[src/rtl/load_store_unit.sv]
// Load/store initiator for a word-only Data_Memory: lane extraction with sign/zero
// extension on loads, read-modify-write for byte and halfword stores, one request in flight.
module load_store_unit #(
    parameter int ADDR_WIDTH  = 32,
    parameter bit ALIGN_CHECK = 1'b1
) (
    input  logic                  Clk,
    input  logic                  Reset,
    input  logic                  Req_Valid,
    output logic                  Req_Ready,
    input  logic                  Req_Write,
    input  logic [1:0]            Req_Size,
    input  logic                  Req_Unsigned,
    input  logic [ADDR_WIDTH-1:0] Req_Address,
    input  logic [31:0]           Req_Write_Data,
    output logic                  Resp_Valid,
    output logic [31:0]           Resp_Read_Data,
    output logic                  Misaligned,
    output logic                  Memory_Write,
    output logic [ADDR_WIDTH-1:0] ALU_Result,
    output logic [31:0]           Memory_Write_Data,
    input  logic [31:0]           Read_Data
);

    typedef enum logic [1:0] {IDLE, READ, WRITE, RESP} state_t;

    state_t                  state;
    state_t                  stateNext;
    logic                    errFlag;
    logic                    reqWrite;
    logic [1:0]              reqSize;
    logic                    reqUnsigned;
    logic [ADDR_WIDTH-1:0]   reqAddr;
    logic [31:0]             reqWData;
    logic [31:0]             rdWord;
    logic                    accept;
    logic                    misalignReq;
    logic [ADDR_WIDTH-1:0]   alignedAddr;

    function automatic logic [31:0] laneLoad(input logic [31:0] word, input logic [1:0] size,
                                             input logic [1:0] offs, input logic uns);
        logic signed [7:0]  byteLane;
        logic signed [15:0] halfLane;
        logic [31:0]        result;
        byteLane = word[{offs, 3'b000} +: 8];
        halfLane = word[{offs[1], 4'b0000} +: 16];
        if (size[1])
            result = word;
        else if (size[0])
            result = uns ? {16'h0000, halfLane} : {{16{halfLane[15]}}, halfLane};
        else
            result = uns ? {24'h000000, byteLane} : {{24{byteLane[7]}}, byteLane};
        return result;
    endfunction

    function automatic logic [31:0] laneMerge(input logic [31:0] word, input logic [15:0] data,
                                              input logic half, input logic [1:0] offs);
        logic [31:0] result;
        result = word;
        if (half)
            result[{offs[1], 4'b0000} +: 16] = data;
        else
            result[{offs, 3'b000} +: 8] = data[7:0];
        return result;
    endfunction

    assign accept      = Req_Valid && Req_Ready;
    assign alignedAddr = {reqAddr[ADDR_WIDTH-1:2], 2'b00};
    assign misalignReq = ALIGN_CHECK &&
                         (((Req_Size == 2'b01) && Req_Address[0]) ||
                          (Req_Size[1] && (Req_Address[1:0] != 2'b00)));

    // Control: state, error decision and the held response word
    always_ff @(posedge Clk or posedge Reset) begin
        if (Reset) begin
            state          <= IDLE;
            errFlag        <= 1'b0;
            Resp_Read_Data <= '0;
        end else begin
            state <= stateNext;
            if (accept)
                errFlag <= misalignReq;
            if (stateNext == RESP)
                Resp_Read_Data <= (state == READ && !reqWrite) ?
                                  laneLoad(Read_Data, reqSize, reqAddr[1:0], reqUnsigned) : '0;
        end
    end

    // Request fields latched at accept; later Req_* activity is ignored
    always_ff @(posedge Clk) begin
        if (accept) begin
            reqWrite    <= Req_Write;
            reqSize     <= Req_Size;
            reqUnsigned <= Req_Unsigned;
            reqAddr     <= Req_Address;
            reqWData    <= Req_Write_Data;
        end
        if (state == READ)
            rdWord <= Read_Data;
    end

    // Memory-side outputs decode from state so reset removes the write strobe immediately
    always_comb begin
        stateNext         = state;
        Req_Ready         = 1'b0;
        Resp_Valid        = 1'b0;
        Misaligned        = 1'b0;
        Memory_Write      = 1'b0;
        ALU_Result        = '0;
        Memory_Write_Data = '0;
        case (state)
            IDLE: begin
                Req_Ready = 1'b1;
                if (Req_Valid) begin
                    if (misalignReq)
                        stateNext = RESP;
                    else if (Req_Write && Req_Size[1])
                        stateNext = WRITE;
                    else
                        stateNext = READ;
                end
            end
            READ: begin
                ALU_Result = alignedAddr;
                stateNext  = reqWrite ? WRITE : RESP;
            end
            WRITE: begin
                ALU_Result        = alignedAddr;
                Memory_Write      = 1'b1;
                Memory_Write_Data = reqSize[1] ? reqWData :
                                    laneMerge(rdWord, reqWData[15:0], reqSize[0], reqAddr[1:0]);
                stateNext         = RESP;
            end
            RESP: begin
                Resp_Valid = 1'b1;
                Misaligned = errFlag;
                stateNext  = IDLE;
            end
            default: stateNext = IDLE;
        endcase
    end

endmodule
[config.mk]
export PLATFORM = sky130hd
export DESIGN_NAME = load_store_unit
export DESIGN_NICKNAME = d
export VERILOG_FILES = /design/src/rtl/load_store_unit.sv
export SDC_FILE = /design/constraint.sdc
export NUM_CORES = 1
export LEC_CHECK = 0
export ABC_AREA = 1
export ABC_CLOCK_PERIOD_IN_PS = 2880
export CORE_MARGIN = 2
export CORE_UTILIZATION = 30
export CTS_BUF_LIST = sky130_fd_sc_hd__clkbuf_8
export CTS_CLUSTER_DIAMETER = 50
export DETAILED_ROUTE_END_ITERATION = 8
export GPL_ROUTABILITY_DRIVEN = 0
export GPL_TIMING_DRIVEN = 0
export PLACE_DENSITY = 0.56
export SETUP_SLACK_MARGIN = 0.05
export SYNTH_ARGS = -nofsm -noshare
export SYNTH_HDL_FRONTEND = slang
export SYNTH_SLANG_ARGS = --single-unit
[constraint.sdc]
create_clock -name Clk -period 2.88 [get_ports Clk]
set_clock_uncertainty 0.05 [all_clocks]
set_input_delay 0.576 -clock Clk [delete_from_list [all_inputs] [get_ports Clk]]
set_output_delay 0.576 -clock Clk [all_outputs]
set_load 0.01 [all_outputs]
Word-level counts from Yosys, hierarchy flattened
Index checks and enable logic that the tools add are counted.
{"block": "op_classes", "n_addsub": 2, "n_mul": 0, "div": 0, "magnitude_cmp": 0, "n_eq_ne": 5, "shift": 6, "n_mux": 20, "bitwise_logic": 0, "reduce_logical": 10}
{"cell": "32-bit two-way mux", "count": 9}
{"cell": "32-bit bitwise mux", "count": 2}
{"cell": "16-bit by 7-bit variable shift with 32-bit output (first input constant)", "count": 1}
{"cell": "8-bit by 7-bit variable shift with 32-bit output (first input constant)", "count": 1}
{"cell": "16-bit by 7-bit variable part select with 32-bit output", "count": 1}
{"cell": "32-bit by 6-bit variable part select with 16-bit output", "count": 1}
{"cell": "32-bit by 6-bit variable part select with 8-bit output", "count": 1}
{"cell": "8-bit by 7-bit variable part select with 32-bit output", "count": 1}
{"cell": "5-bit negation with 7-bit output", "count": 2}
{"cell": "2-bit one-hot mux with 4 select lines", "count": 1}
{"cell": "2-bit == test (second input constant)", "count": 3}
{"cell": "2-bit two-way mux", "count": 3}
{"cell": "1-bit logical AND", "count": 5}
{"cell": "1-bit two-way mux", "count": 5}
{"cell": "2-bit by 1-bit == test with 1-bit output (second input constant)", "count": 2}
{"cell": "2-bit zero test", "count": 1}
{"cell": "2-bit nonzero test", "count": 1}
{"cell": "2-bit OR reduction", "count": 1}
{"cell": "1-bit zero test", "count": 1}
{"cell": "1-bit logical OR", "count": 1}
{"block": "totals", "reg_bits": 135, "latch_bits": 0, "ramBits": 0, "mem_bits_ro": 0, "inputBits": 103, "out_inout_bits": 100, "wordCells": 52, "n_memories": 0}

Logic depth before layout (Yosys ltp)
Gate-level depths: netlist (run 1).
{"block": "depth", "ltp_word": 7, "mapped_depth": 11, "depth_no_buf": 10}

Least setup slack after synthesis (run 1)
No wires, ideal clock.
{"block": "synth_timing", "path_type": "register to register", "startpoint": "reg state[0]", "endpoint": "reg reqAddr[0] (enable)", "setup_time_ns": 0.422, "arrival_time_ns": 2.132, "required_time_ns": 2.408, "setup_slack_ns": 0.276, "path_stages_with_launch": 5, "n_path_buf": 0, "synth_period_minus_slack_ns": 2.604, "path_cell_list": "dfrtp_1 -> inv_1 -> ha_1 -> nand2_1 -> inv_1"}
{"block": "synth_between", "elab_chain_len": 3}
{"element": "start: declaration", "line_no": "27", "text": "state_t state;"}
{"element": "start signal: assignment", "line_no": "80", "text": "state <= stateNext;"}
{"element": "2-bit zero test", "line_no": "111", "text": "case (state)"}
{"element": "1-bit two-way mux", "line_no": "111"}
{"element": "named net Req_Ready", "line_no": "10", "text": "output logic Req_Ready,"}
{"element": "1-bit logical AND", "line_no": "67", "text": "assign accept = Req_Valid && Req_Ready;"}
{"element": "named net accept", "line_no": "36", "text": "logic accept;"}
{"element": "end signal: assignment", "line_no": "95", "text": "reqAddr <= Req_Address;"}
{"element": "end: declaration", "line_no": "33", "text": "logic [ADDR_WIDTH-1:0] reqAddr;"}
The timed path passes the listed nets, and every way through them passes these cells.
A chain may end at the register's enable or synchronous reset.

Worst setup path after layout (run 1)
{"block": "layout_timing", "startpoint": "reg reqAddr[1]", "endpoint": "out Memory_Write_Data[18]"}
{"block": "layout_between", "elab_chain_len": 6, "word_cells_on_any_way": 11, "classes_between": "add/sub: 2; shift: 4; mux: 5"}
{"element": "5-bit negation with 7-bit output (on tied branches)", "line_no": "61, 63"}
{"element": "16-bit by 7-bit variable part select with 32-bit output (tied with other cells)", "line_no": "61", "text": "result[{offs[1], 4'b0000} +: 16] = data;"}
{"element": "32-bit bitwise mux (on tied branches)", "line_no": "61, 63"}
{"element": "32-bit two-way mux *", "line_no": "60", "text": "if (half)"}
{"element": "32-bit two-way mux *", "line_no": "130", "text": "Memory_Write_Data = reqSize[1] ? reqWData :"}
{"element": "32-bit two-way mux *", "line_no": "111"}
{"element": "end: declaration", "line_no": "21", "text": "output logic [31:0] Memory_Write_Data,"}
Mark *: on every way between the ends. The rest lies on a longest branch, timed or not.

==> summary.md, run 1 <==
| Metric | Value |
|---|---|
| Run status | finished with violations |
| Reg-to-reg critical path startpoint | state[1]$_DFF_PP0_ |
| Setup slack of the worst register-to-register path | 0.57 ns |
| Total clock buffers created by CTS | 17 |
| Flop and latch count out of synthesis | 135 |
| Wire length after detailed routing | ~22 mm |
| WS Path Type | reg -> out |
| Netlist cell types | 34 |
| Maximum clock frequency | 347 MHz |
| Number of buffer and inverter stages on the critical path | 7 |
| Most area-consuming cells after synthesis | sky130_fd_sc_hd__edfxtp_1, sky130_fd_sc_hd__dfrtp_1, sky130_fd_sc_hd__nand2_1 |
| Hold Violations, Final | 0 |
| Synth warn | 0 |
| Iteration-0 DRC count of the detailed router | 449 |
| Critical path, cell by cell | buf_6 > inv_8 > buf_8 > ha_4 > inv_4 > nor3_4 > buf_6 > buf_4 > nand3_2 > nand2_1 > nand2_1 > a21oi_1 > buf_2 |
| Vias after detailed routing | between 6,000 and 7,000 |
| Compound-cell area share of the yosys netlist | 14.2% |
| Pin slew with the least headroom to its limit | 0.882 ns |
| Fraction of synthesized cell area taken by the top area cell type | around 45% |
| Critical-path maximum fanout | 8 |
| Area added between synthesis and finish | 45.5% |
| Violated checks | setup timing |
| Overall power of the completed layout | around 0.0085 W |
| CTS HTree Levels | 4 |
| Via count of the first global-routing pass | 5,893 |
| Synthesized netlist cell count | 730 |
| Share of the cycle needed by the critical path after routing | 100% |
| Pins over their slew limit | 0 |
| Initial core utilization | 30.7% |
| Post-layout worst setup margin | -0.000536 ns |
| Total cell area at the placement stage | roughly 0.009 mm² |
| Setup TNS | -0.000536 ns |
| Height of the die | 154 µm |
| Adder and majority cell fraction of the synthesized area | 1.68% |
| Post-route design area | 0.00978 mm² |
| Die outline width | 154 µm |
| Sequential fraction of the synthesis area | 57.7% |
| Share of final-layout standard cells stronger than drive strength 1 | 20.2% |
| Detailed-routing iteration count for the pre-antenna-repair pass | 5 |
| Post-layout min period | roughly 2.9 ns |
| Average detailed-routed wire length per instance | 17.4 µm |
| Final Setup Violations | 1 |
| Area of the die | 0.0236 mm² |
| Slowest-stage cell, CP | sky130_fd_sc_hd__edfxtp_1 |
| Number of hold buffers added after CTS | 0 |
| Global Route Usage Sum | 18.4% |
| Antenna viol nets, final | 0 |
| Clock buffer depth | 2 |
| Clock slew seen by the registers of the worst setup and hold paths | 0.08 ns |
| Arrival time of the worst setup path | between 2 and 2.5 ns |
| Smallest hold slack | 0.437 ns |
| Filler cells | 2,168 |
| I/O pin count | slightly above 200 |
| Total number of nets in the final design | 1,077 |
| Hold worst-path end | Resp_Read_Data[27]$_DFFE_PP0N_ |
| Crit Reg-Reg Endpoint | Resp_Read_Data[4]$_DFFE_PP0N_ |
| Setup crit end kind | output pin |
| Site row count | 54 |
| Unrepaired setup endpoints after global routing | true |
| Largest incremental delay on the critical path | 0.37 ns |
| Most common library cell in the layout ignoring fill and taps | sky130_fd_sc_hd__nand2_1 |
| Max VDD drop | 0.521 mV |
| Startpoint type of the worst setup path | register |
| Clk sinks | about 140 |
| TritonCTS clock tree | yes |
| Launch point of the worst path | reqAddr[1]$_DFFE_PP_ |
| Number of diodes | 0 |
| CTS root buffer | sky130_fd_sc_hd__clkbuf_8 |
| Placement Setup Slack | -0.493 ns |
| Worst skew pair latency | 0.45 ns |
| Rel. slew slack | 41.2% |
| Max_cap viols | 0 |
| Required time at the worst-slack endpoint | 2.25 ns |
| Half-perimeter wire length of the detailed placement result | 16.3 mm |
| I/O Buffers | 200 |
| Synth area leader | sky130_fd_sc_hd__edfxtp_1 |
| Pin count of the biggest net entering global routing | 69 |
| Post-DR vias/cell | 4.78 |
| Hold_sp | Resp_Read_Data[27]$_DFFE_PP0N_ |
| Crit path max-delay family | buffers and inverters |
| Commonest cells after routing, fill and taps aside | sky130_fd_sc_hd__nand2_1, sky130_fd_sc_hd__clkdlybuf4s50_1, sky130_fd_sc_hd__edfxtp_1, sky130_fd_sc_hd__o21ai_0, sky130_fd_sc_hd__a21oi_1 |
| Area share of and/or/nand/nor cells after synthesis | 18.8% |
| Syn Std Cell Area | 0.00672 mm² |
| LEAKAGE | approximately 4.1 nW |
| Combinational family with the most area after synthesis | simple AND/OR/NAND/NOR gates |
| Total power per unit cell area | 869 mW/mm² |
| Synthesized area per cell | 9.20 µm² |
| Core box area | about 0.022 mm² |
| First-pass GRT wire length | around 33 mm |
| Area share of xor/xnor cells in the synthesized design | 0% |
| Remaining global-route overflow | 0 |
| Antenna violations before repair | 1 |
| Number of cells on the worst reg-to-reg path | 9 |
| Type of the worst min-delay path | reg -> reg |
| Worst hold path cell count | 2 |
| Total DRC errors in the routed layout | 0 |
| Proportion of synthesized area in mux cells | 0% |
metrics by stage:
stage	cells	util (%)
floorplan	731	-
global placement	1211	41.5
detailed placement	1211	41.5
CTS	1254	43.9
global route	1258	44.7
finish	1258	44.7
where the power goes:
part,internal [W],switching (W)
logic,0.00179,0.00236
registers,0.00266,0.000240
clock network,0.000609,0.000838
total,0.00506,0.00343
worst max-delay path by stage:
stage                            endpoint  slack (ns)  cells past startpoint
global route         Memory_Write_Data[6]       -0.12                     10
detailed placement  Memory_Write_Data[29]       -0.49                     10
global placement    reqWData[1]$_DFFE_PP_       -0.83                      3
CTS                 Memory_Write_Data[20]       -0.09                     13
finish              Memory_Write_Data[18]     -0.0005                     13
floorplan            reqAddr[0]$_DFFE_PP_        0.28                      4
synthesized netlist by cell type (all sizes together):
cell	number
clkinv	1
nand2	216
ha	9
o221ai	4
edfxtp	100
dfrtp	35
inv	65
nand3	37
o31ai	1
conb	1
buf	26
nand4	1
nor3	2
and3	1
o22a	6
nor2	43
clkbuf	15
or2	1
a21oi	68
o21ai	97
o211ai	1
state kept, by name, summed over array words and instances (netlist names):
name            count
reqUnsigned         1
errFlag             1
reqWData           32
reqSize             2
reqWrite            1
Resp_Read_Data     32
rdWord             32
state               2
reqAddr            32
per-layer routing:
layer  vias to the layer above  GRT usage (%)  routed length (µm)
li1                       2919              -                   -
met5                         -              0                  15
met1                      2793           23.3                9290
met2                       262           29.7               10200
met4                         2           5.50                 440
met3                        34           6.65                1930
tightest hold or removal path: stages, from the launching register on:
cell	delay [ns]
sky130_fd_sc_hd__dfrtp_1	0.35
sky130_fd_sc_hd__nand2_1	0.05
sky130_fd_sc_hd__nand2_1	0.06
kinds of logic (layout without fill, tap and decap cells):
kind of cell / count (synthesis) / count (layout)
adder cells (fa/ha/maj): 9 / 9
buffers and inverters: 107 / 354
AND/OR/NAND/NOR: 301 / 301
other: 1 / 2
AO/OA/AOI/OAI: 177 / 177
flip-flops: 135 / 135
what timing repair did:
item,in CTS,in global routing
pin swaps,17,25
buffers inserted,11,4
setup endpoints to repair,94,67
gates resized for setup,195,44
area by class of cell:
cell class	instances	area (µm²)	area share (%)
Multi-Input combinational cell	489	2620	26.8
Clock buffer	17	234	2.39
Inverter	66	278	2.84
Buffer	41	290	2.97
Tap cell	280	350	3.58
Clock inverter	15	121	1.24
Sequential cell	135	3880	39.7
Timing Repair Buffer	215	2010	20.5
No activity file was read; power rests on OpenSTA's default activity.
==> run 2, diff against run 1 <==
CORE_UTILIZATION = 35   (was 30)
HOLD_SLACK_MARGIN = 0.05   (was not set)
PLACE_DENSITY = 0.64   (was 0.56)
==> run 2 against run 1 <==
The run still ends with setup timing left. Maximum frequency is 1.0% lower. Register-to-register slack about the same. Power grew 2.4%. Routed wire length fell by 3.4%. Largest cell class unchanged. Via count is 1.1% higher. Critical path depth fell by 2.
==> summary.md, run 2 (synthesized netlist as in run 1, its figures left out) <==
| Metric | Value |
|---|---|
| Fraction of power consumed by the clock network | 18.3% (+1.3 points) |
| Antenna viol nets, final | 0 (unchanged) |
| Worst skew pair latency | 0.47 ns (+0.02 ns) |
| Clock slew seen by the registers of the worst setup and hold paths | 0.09 ns (about the same) |
| Slowest-stage cell, CP | sky130_fd_sc_hd__edfxtp_1 |
| Type of the worst min-delay path | reg -> reg |
| Run status | finished with violations |
| Max VDD drop | 0.555 mV (+6.5%) |
| Number of buffer and inverter stages on the critical path | 7 (unchanged) |
| Placement Setup Slack | -0.453 ns (+0.0398 ns) |
| Total number of nets in the final design | 1,078 (+0.093%) |
| Die outline width | 143 µm (-7.2%) |
| Half-perimeter wire length of the detailed placement result | 15.4 mm (-5.4%) |
| Startpoint type of the worst setup path | register |
| CP most frequent cell | sky130_fd_sc_hd__buf_6 |
| I/O Buffers | 200 (unchanged) |
| I/O pin count | 203 (unchanged) |
| Via count of the first global-routing pass | 5,859 (-0.58%) |
| Total clock buffers created by CTS | 17 (unchanged) |
| Share of the cycle needed by the critical path after routing | 101% (+1.0 points) |
| Global Route Usage Sum | 20.9% (+2.5 points) |
| Rel. slew slack | 41.2% (about the same) |
| Sequential share of power | 33.5% (-0.6 points) |
| Most common library cell in the layout ignoring fill and taps | sky130_fd_sc_hd__nand2_1 |
| Total power per unit cell area | 881 mW/mm² (+1.5%) |
| Hold_sp | Resp_Read_Data[8]$_DFFE_PP0N_ |
| Number of cells on the worst reg-to-reg path | 9 (unchanged) |
| Clk sinks | 135 (unchanged) |
| Height of the die | 143 µm (-7.2%) |
| First-pass GRT wire length | 31.8 mm (-4.1%) |
| Design internal power | 0.00518 W (+2.4%) |
| Crit path max-delay family | buffers and inverters |
| Final Setup Violations | 3 (+2) |
| TritonCTS clock tree | yes |
| WS Path Type | reg -> out |
| Required time at the worst-slack endpoint | 2.25 ns (about the same) |
| Pin count of the biggest net entering global routing | 69 (unchanged) |
| Critical path, cell by cell | buf_6 > inv_8 > buf_8 > ha_4 > buf_6 > o31ai_4 > buf_6 > buf_6 > nand2_2 > a21oi_2 > buf_2 |
| Max_cap viols | 0 (unchanged) |
| Share of final-layout standard cells stronger than drive strength 1 | 22.8% (+2.5 points) |
| Cell Count, Final, Fillers Out | 1,213 (-3.6%) |
| Area added between synthesis and finish | 46.9% |
| Core box area | 0.0188 mm² (-14%) |
| Number of hold buffers added after CTS | 0 (unchanged) |
| Average detailed-routed wire length per instance | 17.5 µm (+0.19%) |
| Area of the die | 0.0203 mm² (-14%) |
| Wire length after detailed routing | 21.2 mm (-3.4%) |
| Site row count | 50 (-7.4%) |
| CTS HTree Levels | 4 (unchanged) |
| Post-DR vias/cell | 5.01 (+4.8%) |
| Post-layout worst setup margin | -0.0302 ns (-0.0296 ns) |
| Remaining global-route overflow | 0 (unchanged) |
| Crit Reg-Reg Endpoint | Resp_Read_Data[4]$_DFFE_PP0N_ |
| LEAKAGE | 4.23 nW (+3.0%) |
| Commonest cells after routing, fill and taps aside | sky130_fd_sc_hd__nand2_1, sky130_fd_sc_hd__clkdlybuf4s50_1, sky130_fd_sc_hd__edfxtp_1, sky130_fd_sc_hd__o21ai_0, sky130_fd_sc_hd__inv_1 |
| Total DRC errors in the routed layout | 0 (unchanged) |
| Filler cells | 1,775 (-18%) |
| Unrepaired setup endpoints after global routing | true |
| Pin slew with the least headroom to its limit | 0.883 ns (+0.000141 ns) |
| Hold Violations, Final | 0 (unchanged) |
| Arrival time of the worst setup path | 2.28 ns (+0.03 ns) |
| Share of total power consumed by net switching | 40.4% (about the same) |
| Vias after detailed routing | 6,075 (+1.1%) |
| Count of placed standard cells including taps | 1,165 (-3.8%) |
| Largest incremental delay on the critical path | 0.42 ns (+0.05 ns) |
| Post-route design area | 0.00987 mm² (+0.93%) |
| Detailed-routing iteration count for the pre-antenna-repair pass | 5 (unchanged) |
| Number of diodes | 0 (unchanged) |
| Initial core utilization | 35.8% (+5.1 points) |
| Total cell area at the placement stage | 0.00902 mm² (-0.63%) |
| Worst hold path cell count | 2 (unchanged) |
| CTS root buffer | sky130_fd_sc_hd__clkbuf_8 |
| Post-layout min period | 2.91 ns (+0.0296 ns) |
| Antenna violations before repair | 1 (unchanged) |
| Clock buffer depth | 2 (unchanged) |
| Iteration-0 DRC count of the detailed router | 525 (+17%) |
| Hold worst-path end | Resp_Read_Data[8]$_DFFE_PP0N_ |
| Sw power | 0.00352 W (+2.4%) |
| Maximum clock frequency | 344 MHz (-1.0%) |
| Critical-path maximum fanout | 7 (-1) |
| Combinational share of power | 48.3% (-0.5 points) |
| Pins over their slew limit | 0 (unchanged) |
| Setup slack of the worst register-to-register path | 0.57 ns (about the same) |
| Violated checks | setup timing |
| Setup crit end kind | output pin |
| Reg-to-reg critical path startpoint | state[1]$_DFF_PP0_ |
==> run 2: worst max path at each step <==
stage                         start                     to  slack [ns]  cells past startpoint
2_1_floorplan    state[0]$_DFF_PP0_   reqAddr[0]$_DFFE_PP_        0.28                      4
3_3_place_gp              Req_Valid  reqWData[4]$_DFFE_PP_       -0.76                      3
3_5_place_dp   reqAddr[1]$_DFFE_PP_  Memory_Write_Data[27]       -0.45                     10
4_1_cts        reqAddr[1]$_DFFE_PP_  Memory_Write_Data[16]       -0.12                     12
5_1_grt        reqAddr[1]$_DFFE_PP_  Memory_Write_Data[23]       -0.16                     12
6_report       reqAddr[1]$_DFFE_PP_   Memory_Write_Data[5]       -0.03                     11
==> run 2: cell type report <==
type	count	area [µm²]	share of cell area, %
inverters	66	284	2.88
well taps	234	293	2.97
clock buffers	17	234	2.37
clock inverters	15	154	1.56
plain buffers	41	290	2.94
flip-flops and latches	135	3880	39.3
repair buffers	216	2000	20.3
multi-input cells	489	2730	27.7
==> run 2: power groups by stage <==
stage	logic (W)	clock network, W	registers [W]
final	0.00420	0.00159	0.00291
after global routing	0.00462	0.00170	0.00296
after CTS	0.00406	0.00162	0.00290
after detailed placement	0.00392	0	0.00294
after global placement	0.00391	0	0.00295
after floorplan	0.00200	0	0.00293
==> run 2: per-layer routing <==
metal  wire length (µm)  vias to the layer above  global-route usage, %  share of wire, %
met5                 11                        -                      0             0.052
met4                561                        2                   8.39               2.6
met3               2160                       40                   7.67                10
met2               9910                      278                   32.7                47
met1               8530                     2833                   26.3                40
li1                   -                     2922                      -                 -
==> run 2: worst reg2reg max path: stages, from the launching register on <==
cell and delay (ns):
sky130_fd_sc_hd__dfrtp_1 0.43, sky130_fd_sc_hd__inv_2 0.13, sky130_fd_sc_hd__ha_4 0.43, sky130_fd_sc_hd__inv_1 0.10
sky130_fd_sc_hd__nor2_2 0.21, sky130_fd_sc_hd__buf_1 0.36, sky130_fd_sc_hd__inv_1 0.15, sky130_fd_sc_hd__a21oi_1 0.13
sky130_fd_sc_hd__o21ai_0 0.12, sky130_fd_sc_hd__o21ai_1 0.13
==> run 2: through the flow <==
stage                     hold slack [ns]  power (W)  utilization, %  TNS (ns)
after floorplan                     0.403    0.00493               -         0
after global placement              0.415    0.00686            48.0    -60.87
after detailed placement            0.418    0.00686            48.1    -10.75
after CTS                           0.442    0.00859            51.2    -0.710
after global routing                0.465    0.00928            52.6     -2.07
final                               0.439    0.00870            52.6   -0.0741
==> run 2: timing repair <==
item,CTS,global route
resized for setup,215,77
pin swaps,25,34
endpoints found under the setup margin,94,61
buffers inserted,11,5
